[src/rtl/gmux_sel_ctrl.sv]
// Select sequencer for the GMUX IS0 input: synchronises REQ_SEL, gates the
// consumer clock around the IS0 change, then releases it after a settle window.
module gmux_sel_ctrl #(
  parameter int unsigned SYNC_STAGES   = 2,
  parameter int unsigned ACK_TIMEOUT   = 16,
  parameter int unsigned SETTLE_CYCLES = 4,
  parameter logic        RESET_SEL     = 1'b0
) (
  input  logic CLK,
  input  logic RSTN,
  input  logic REQ_SEL,
  input  logic GATE_ACK,
  output logic IS0,
  output logic GATE_OFF,
  output logic BUSY,
  output logic DONE,
  output logic ERR
);

  localparam int unsigned CNT_MAX = (ACK_TIMEOUT > SETTLE_CYCLES) ? ACK_TIMEOUT : SETTLE_CYCLES;
  localparam int unsigned CW      = $clog2(CNT_MAX + 1);
  localparam logic [CW-1:0] ACK_LAST    = CW'(ACK_TIMEOUT - 1);
  localparam logic [CW-1:0] SETTLE_LAST = CW'(SETTLE_CYCLES - 1);

  typedef enum logic [1:0] {
    IDLE,
    DRAIN,
    SETTLE
  } state_t;

  state_t                 state;
  logic [CW-1:0]          cnt;
  logic                   target;
  logic [SYNC_STAGES-1:0] sync;
  logic                   req_s;

  always_ff @(posedge CLK or negedge RSTN) begin
    if (!RSTN) begin
      sync <= {SYNC_STAGES{RESET_SEL}};
    end else begin
      sync <= {sync[SYNC_STAGES-2:0], REQ_SEL};
    end
  end

  assign req_s = sync[SYNC_STAGES-1];

  // IS0 only moves on the DRAIN exit edge, while GATE_OFF is still high.
  always_ff @(posedge CLK or negedge RSTN) begin
    if (!RSTN) begin
      state    <= IDLE;
      cnt      <= '0;
      target   <= RESET_SEL;
      IS0      <= RESET_SEL;
      GATE_OFF <= 1'b0;
      BUSY     <= 1'b0;
      DONE     <= 1'b0;
      ERR      <= 1'b0;
    end else begin
      DONE <= 1'b0;
      ERR  <= 1'b0;
      case (state)
        IDLE: begin
          if (req_s != IS0) begin
            target   <= req_s;
            state    <= DRAIN;
            GATE_OFF <= 1'b1;
            BUSY     <= 1'b1;
            cnt      <= '0;
          end
        end
        DRAIN: begin
          if (GATE_ACK) begin
            IS0   <= target;
            state <= SETTLE;
            cnt   <= '0;
          end else if (cnt == ACK_LAST) begin
            IS0   <= target;
            state <= SETTLE;
            cnt   <= '0;
            ERR   <= 1'b1;
          end else begin
            cnt <= cnt + CW'(1);
          end
        end
        SETTLE: begin
          if (cnt == SETTLE_LAST) begin
            state    <= IDLE;
            GATE_OFF <= 1'b0;
            BUSY     <= 1'b0;
            DONE     <= 1'b1;
            cnt      <= '0;
          end else begin
            cnt <= cnt + CW'(1);
          end
        end
        default: begin
          state <= IDLE;
        end
      endcase
    end
  end

endmodule

[config.mk]
export PLATFORM = sky130hd
export DESIGN_NAME = gmux_sel_ctrl
export DESIGN_NICKNAME = d
export VERILOG_FILES = /design/src/rtl/gmux_sel_ctrl.sv
export SDC_FILE = /design/constraint.sdc
export NUM_CORES = 1
export LEC_CHECK = 0
export BUFFER_PORTS_ARGS = -buffer_cell sky130_fd_sc_hd__buf_2
export CAP_MARGIN = 40
export CORE_AREA = 2 2 39 41
export CTS_CLUSTER_DIAMETER = 50
export CTS_CLUSTER_SIZE = 20
export DETAILED_ROUTE_END_ITERATION = 7
export DIE_AREA = 0 0 41 43
export PLACE_DENSITY = 0.77
export SLEW_MARGIN = 20
export SYNTH_ARGS = -nofsm -noshare
export SYNTH_HDL_FRONTEND = slang
export SYNTH_SLANG_ARGS = --single-unit
[constraint.sdc]
create_clock -name CLK -period 4.18 [get_ports CLK]
set_input_delay 0.418 -clock CLK [delete_from_list [all_inputs] [get_ports CLK]]
set_output_delay 0.418 -clock CLK [all_outputs]
set_load 0.02 [all_outputs]
After elaboration in Yosys (flattened, before gate mapping)
Cells that the tools add are included.

cells by class
  $add $sub $neg = 1
  multipliers = 0
  div/mod/pow operators = 0
  $lt $le $gt $ge = 0
  equal/unequal tests = 8
  shifts and indexed selects = 0
  mux-type cells = 20
  bitwise operators = 0
  reduce and logical (&&, ||, !) cells = 9

operators with widths
  cell                   number
  $mux W5                4
  $pmux W5 S3            1
  $mux W1                9
  $mux W2                4
  $pmux W2 S3            1
  $reduce_and A2 Y1      3
  $reduce_and A3 Y1      2
  $add A5 B1 Y5 const B  1
  $eq A5 B2 Y1 const B   1
  $eq A5 B4 Y1 const B   1
  $ne A2 B2 Y1 const B   2
  $reduce_bool A2 Y1     2
  $ne A3 B3 Y1 const B   1
  $reduce_bool A3 Y1     1
  $eq A2 B1 Y1 const B   1
  $eq A2 B2 Y1 const B   1
  $logic_not A2 Y1       1
  $pmux W1 S2            1
  $ne A1 B1 Y1           1

storage, ports and cells
  bits in registers = 14
  bits in latches = 0
  memory bits (writable) = 0
  bits in read-only memories = 0
  input bits = 4
  output and inout bits = 5
  word-level logic and storage cells = 46
  memories kept = 0

Longest topological paths before layout
  depth after elaboration = 4
  mapped depth = 8
  depth with buffers taken out = 8

Least setup slack after synthesis
OpenSTA, ideal clock, no wires.

  path type = reg2reg
  from = register cnt[0]
  to = register cnt[3]
  setup time = 0.080 ns
  arrival = 1.712 ns
  data required time = 4.100 ns
  path slack = 2.388 ns
  stages on the path, launching flop included = 9
  path buffers = 0
  clock period less this slack = 1.792 ns
  cells stage by stage = dfrtp_1 > ha_1 > nand3_1 > inv_1 > ha_1 > or3b_1 > o21ai_2 > nand3_2 > o211ai_2

between the ends
  word-level cells in the longest chain between the ends = 4
  elaborated cells between the ends (all ways) = 7
  classes of those cells = add/sub: 1; eq/ne: 2; mux: 4

RTL lines
  item                                           line        source
  start, declared                                32          logic [CW-1:0] cnt;
  start signal, assigned                         82          cnt <= cnt + CW'(1);
  start signal, assigned                         93          cnt <= cnt + CW'(1);
  $add A5 B1 Y5 or $eq A5 B4 Y1 (tied branches)  82, 93, 76
  $mux W5                                        76          end else if (cnt == ACK_LAST) begin
  $mux W5                                        72          if (GATE_ACK) begin
  $pmux W5 S3 (*)                                61          case (state)

Mark *: on every way between the ends. The rest lies on a longest branch, timed or not.
A chain may end at the register's enable or synchronous reset.

Worst setup path after layout
  from = register cnt[0]
  to = register cnt[1]

Same word-level chain as after synthesis.

==> results.md <==
* GRT Util Overall at 0.1837
* ANT nets after route at 0
* Vias per std cell at 5.505
* Postcts setup bufs at 0
* Largest area contributor in the netlist: dfrtp_1
* M1 GR Usage at 0.2203
* Dpl hpwl at 939.3 um
* Core box area at 1384 um2
* Flop2flop setup slack at 2240 ps
* Clock sinks at 14
* Gr ovfl total at 0
* Max clock buf depth at 2
* Top cells by area, synth: dfrtp_1 47%, ha_1 10%, inv_1 3.5%
* Setup violators final at 0
* Net Sw Frac at 0.4155
* Min-delay worst type: in2async
* Initial antenna violation count at 0
* Synth-to-layout area growth at 11.91%
* Post-route cell area at 834.6 um2
* Critical path class: reg2reg
* Die area at approximately 1800 um2
* Sequential share of power at 0.366
* Yosys warning count at 0
* Reg2reg start: cnt[0]
* Port bufs at 8
* Post-placement cell count at 91
* Worst-Margin Slew at 408.8 ps
* Share of the yosys chip area belonging to registers at 0.4698
* Most frequent CP cell: ha_1
* #FFs+latches synth at 14
* CTS tree: done
* Cts repair resizes at 0
* Int Power at roughly 0.32 mW
* TritonCTS Buffers at 3
* Peak supply drop at 0.0003593 V
* Finished Layout Cells at 95
* Clock-pin slew on the worst setup and hold paths at 90 ps
* Arr. time, crit path at 2140 ps
* Layout Nets at 90
* GR Util met3 at 0.05236
* Sum Neg Setup Slack at 0 ps
* R2r endpoint: cnt[1]
* Crit-path leading delay family: simple AND/OR/NAND/NOR gates
* Clock power share at 0.176
* Netlist cell types at 29
* Layout cells sized above 1 at 0.2152
* NetSw at 0.2275 mW
* Slowest cell on the critical path: dfrtp_1
* CP max FO at 5
* Fmax at slightly above 500 MHz
* Routed WL at around 1.2 mm
* Die span in y at 43 um
* Max-slew headroom at 0.7197
* Combinational share of power at 0.458
* Outcome: complete, no violations
* Placed instance area at 798.3 um2
* Fin. max-slew vios at 0
* Max Cap Viol at 0
* Cells after Synth at 68
* # rows at 14
* Syn_nets at 78
* Minimum clock period at 1942 ps
* Most frequent cells in the layout: 14 x dfrtp_1, 8 x buf_2, 7 x inv_1
* Initial DRT Pass Iterations at 4
* Post-Syn Area at between 700 and 800 um2
* Initial Utilization at 0.5389
* Hold Violations, Final at 0
* Vias at between 500 and 600
* Critical Path RT at 4380 ps
* CP Launch Type: flop
* RSZ-0062 raised after global routing: false
* First-pass GRT wire length at about 2.1 mm
* DRC errors left at 0
* DIE WIDTH at around 41 um
* Gpl congestion at 0.7711
* Crit path largest cell delay at 420 ps
* Crit path cell chain: ha_1 -> nand3_1 -> inv_1 -> ha_1 -> or3b_1 -> o21ai_2 -> nand3_2 -> o21ai_1
* CP Buf/Inv Count at 1
* Pwr per Cell Area at 656.1 nW/um2
* Drt initial violations at 9
* Worst-Skew Late Latency at approximately 280 ps
* Leak Pwr at 0.3976 nW
* Drt wl/cell at 13.03 um
* Fin crit share at 0.4645
* GR Util met2 at 0.2625
* Root Driver: clkbuf_4
* H-tree depth at 1
* Mean Syn Cell Area at 10.97 um2
* Largest net degree at the start of global routing at 15
* Share of the synthesized area in the top cell type at 0.4698
* Vias in the first global route at 517
* Final antenna diode count at 0
* I/O pin total at 9
* Worst setup EP type: flop
* Commonest non-fill, non-tap cell in the layout: dfrtp_1
* Most Crowded Layer GR: met2
* Post-CTS Hold Fix Bufs at 0
* Layout Skew at 5.123 ps
* R2R depth at 8
-- metrics by stage --
stage | util | power, mW | setup WS, ps | hold slack (ps)
after floorplan | - | 0.3947 | 2388 | 122.4
after global placement | 0.5769 | 0.4451 | 2289 | 325.4
after detailed placement | 0.5769 | 0.4527 | 2255 | 326.0
after CTS | 0.6031 | 0.5513 | 2233 | 13.65
after global routing | 0.6031 | 0.5938 | 2102 | 31.18
final | 0.6031 | 0.5475 | 2238 | 13.66
-- worst max path at each step --
stage | cells past startpoint | endpoint | slack [ps] | from
2_1_floorplan | 8 | cnt[3] | 2390 | cnt[0]
3_3_place_gp | 8 | cnt[3] | 2290 | cnt[0]
3_5_place_dp | 8 | cnt[1] | 2260 | cnt[0]
4_1_cts | 8 | cnt[1] | 2230 | cnt[0]
5_1_grt | 8 | cnt[3] | 2100 | cnt[0]
6_report | 8 | cnt[1] | 2240 | cnt[0]
-- flip-flops by register name, summed over array words and instances (netlist names) --
signal / flops
DONE: 1
BUSY: 1
target: 1
ERR: 1
cnt: 5
state: 2
sync: 2
IS0: 1
-- routing by layer --
metal	vias to the layer above	share of wire
li1	262	-
met3	4	0.032
met4	0	0.025
met2	12	0.48
met5	-	0
met1	245	0.46
-- cell usage after synthesis --
cell       number
nor4b_4         1
ha_1            6
a21oi_1         2
nand4_1         1
o21ai_1         3
xor2_1          1
nand3b_1        1
o211ai_2        1
nor2_1          2
and3b_1         1
a31o_1          1
nand2_1         6
or3b_1          1
nand3_1         2
o22a_1          1
a32o_1          2
o2bb2ai_1       1
o21ai_2         1
xnor2_1         1
o21ai_0         4
buf_4           1
and2_1          1
dfrtp_1        14
mux2_2          1
nand2b_1        1
inv_1           7
mux2i_1         2
nand3_2         1
o21a_1          1
-- power groups by stage --
stage               Sequential (mW)  Combinational (mW)  Clock [mW]
finish                        0.201               0.251      0.0962
global route                  0.206               0.281       0.107
CTS                           0.200               0.251       0.100
detailed placement            0.203               0.250           0
global placement              0.201               0.244           0
floorplan                     0.208               0.186           0
-- worst reg2reg max path, cell delays in order, from the launching register on --
cell     delay, ps
dfrtp_1        420
ha_1           250
nand3_1        110
inv_1           50
ha_1           190
or3b_1         410
o21ai_2        130
nand3_2        140
o21ai_1        160
-- area by class of cell --
class                           instances  area (um2)
Tap cell                               16       20.02
Fill cell                             115       549.3
Sequential cell                        14       350.3
Clock buffer                            4       36.28
Timing Repair Buffer                    8       40.04
Multi-Input combinational cell         46       361.6
Inverter                                7       26.28
-- logic make-up after synthesis --
kind of cell             after synthesis  share of synthesized area
XOR/XNOR                               2                    0.02349
adder cells (fa/ha/maj)                6                     0.1007
flip-flops                            14                     0.4698
AO/OA/AOI/OAI                         17                     0.1611
AND/OR/NAND/NOR                       18                     0.1577
buffers and inverters                  8                    0.04531
multiplexers                           3                    0.04195
No activity file was read; power rests on OpenSTA's default activity.
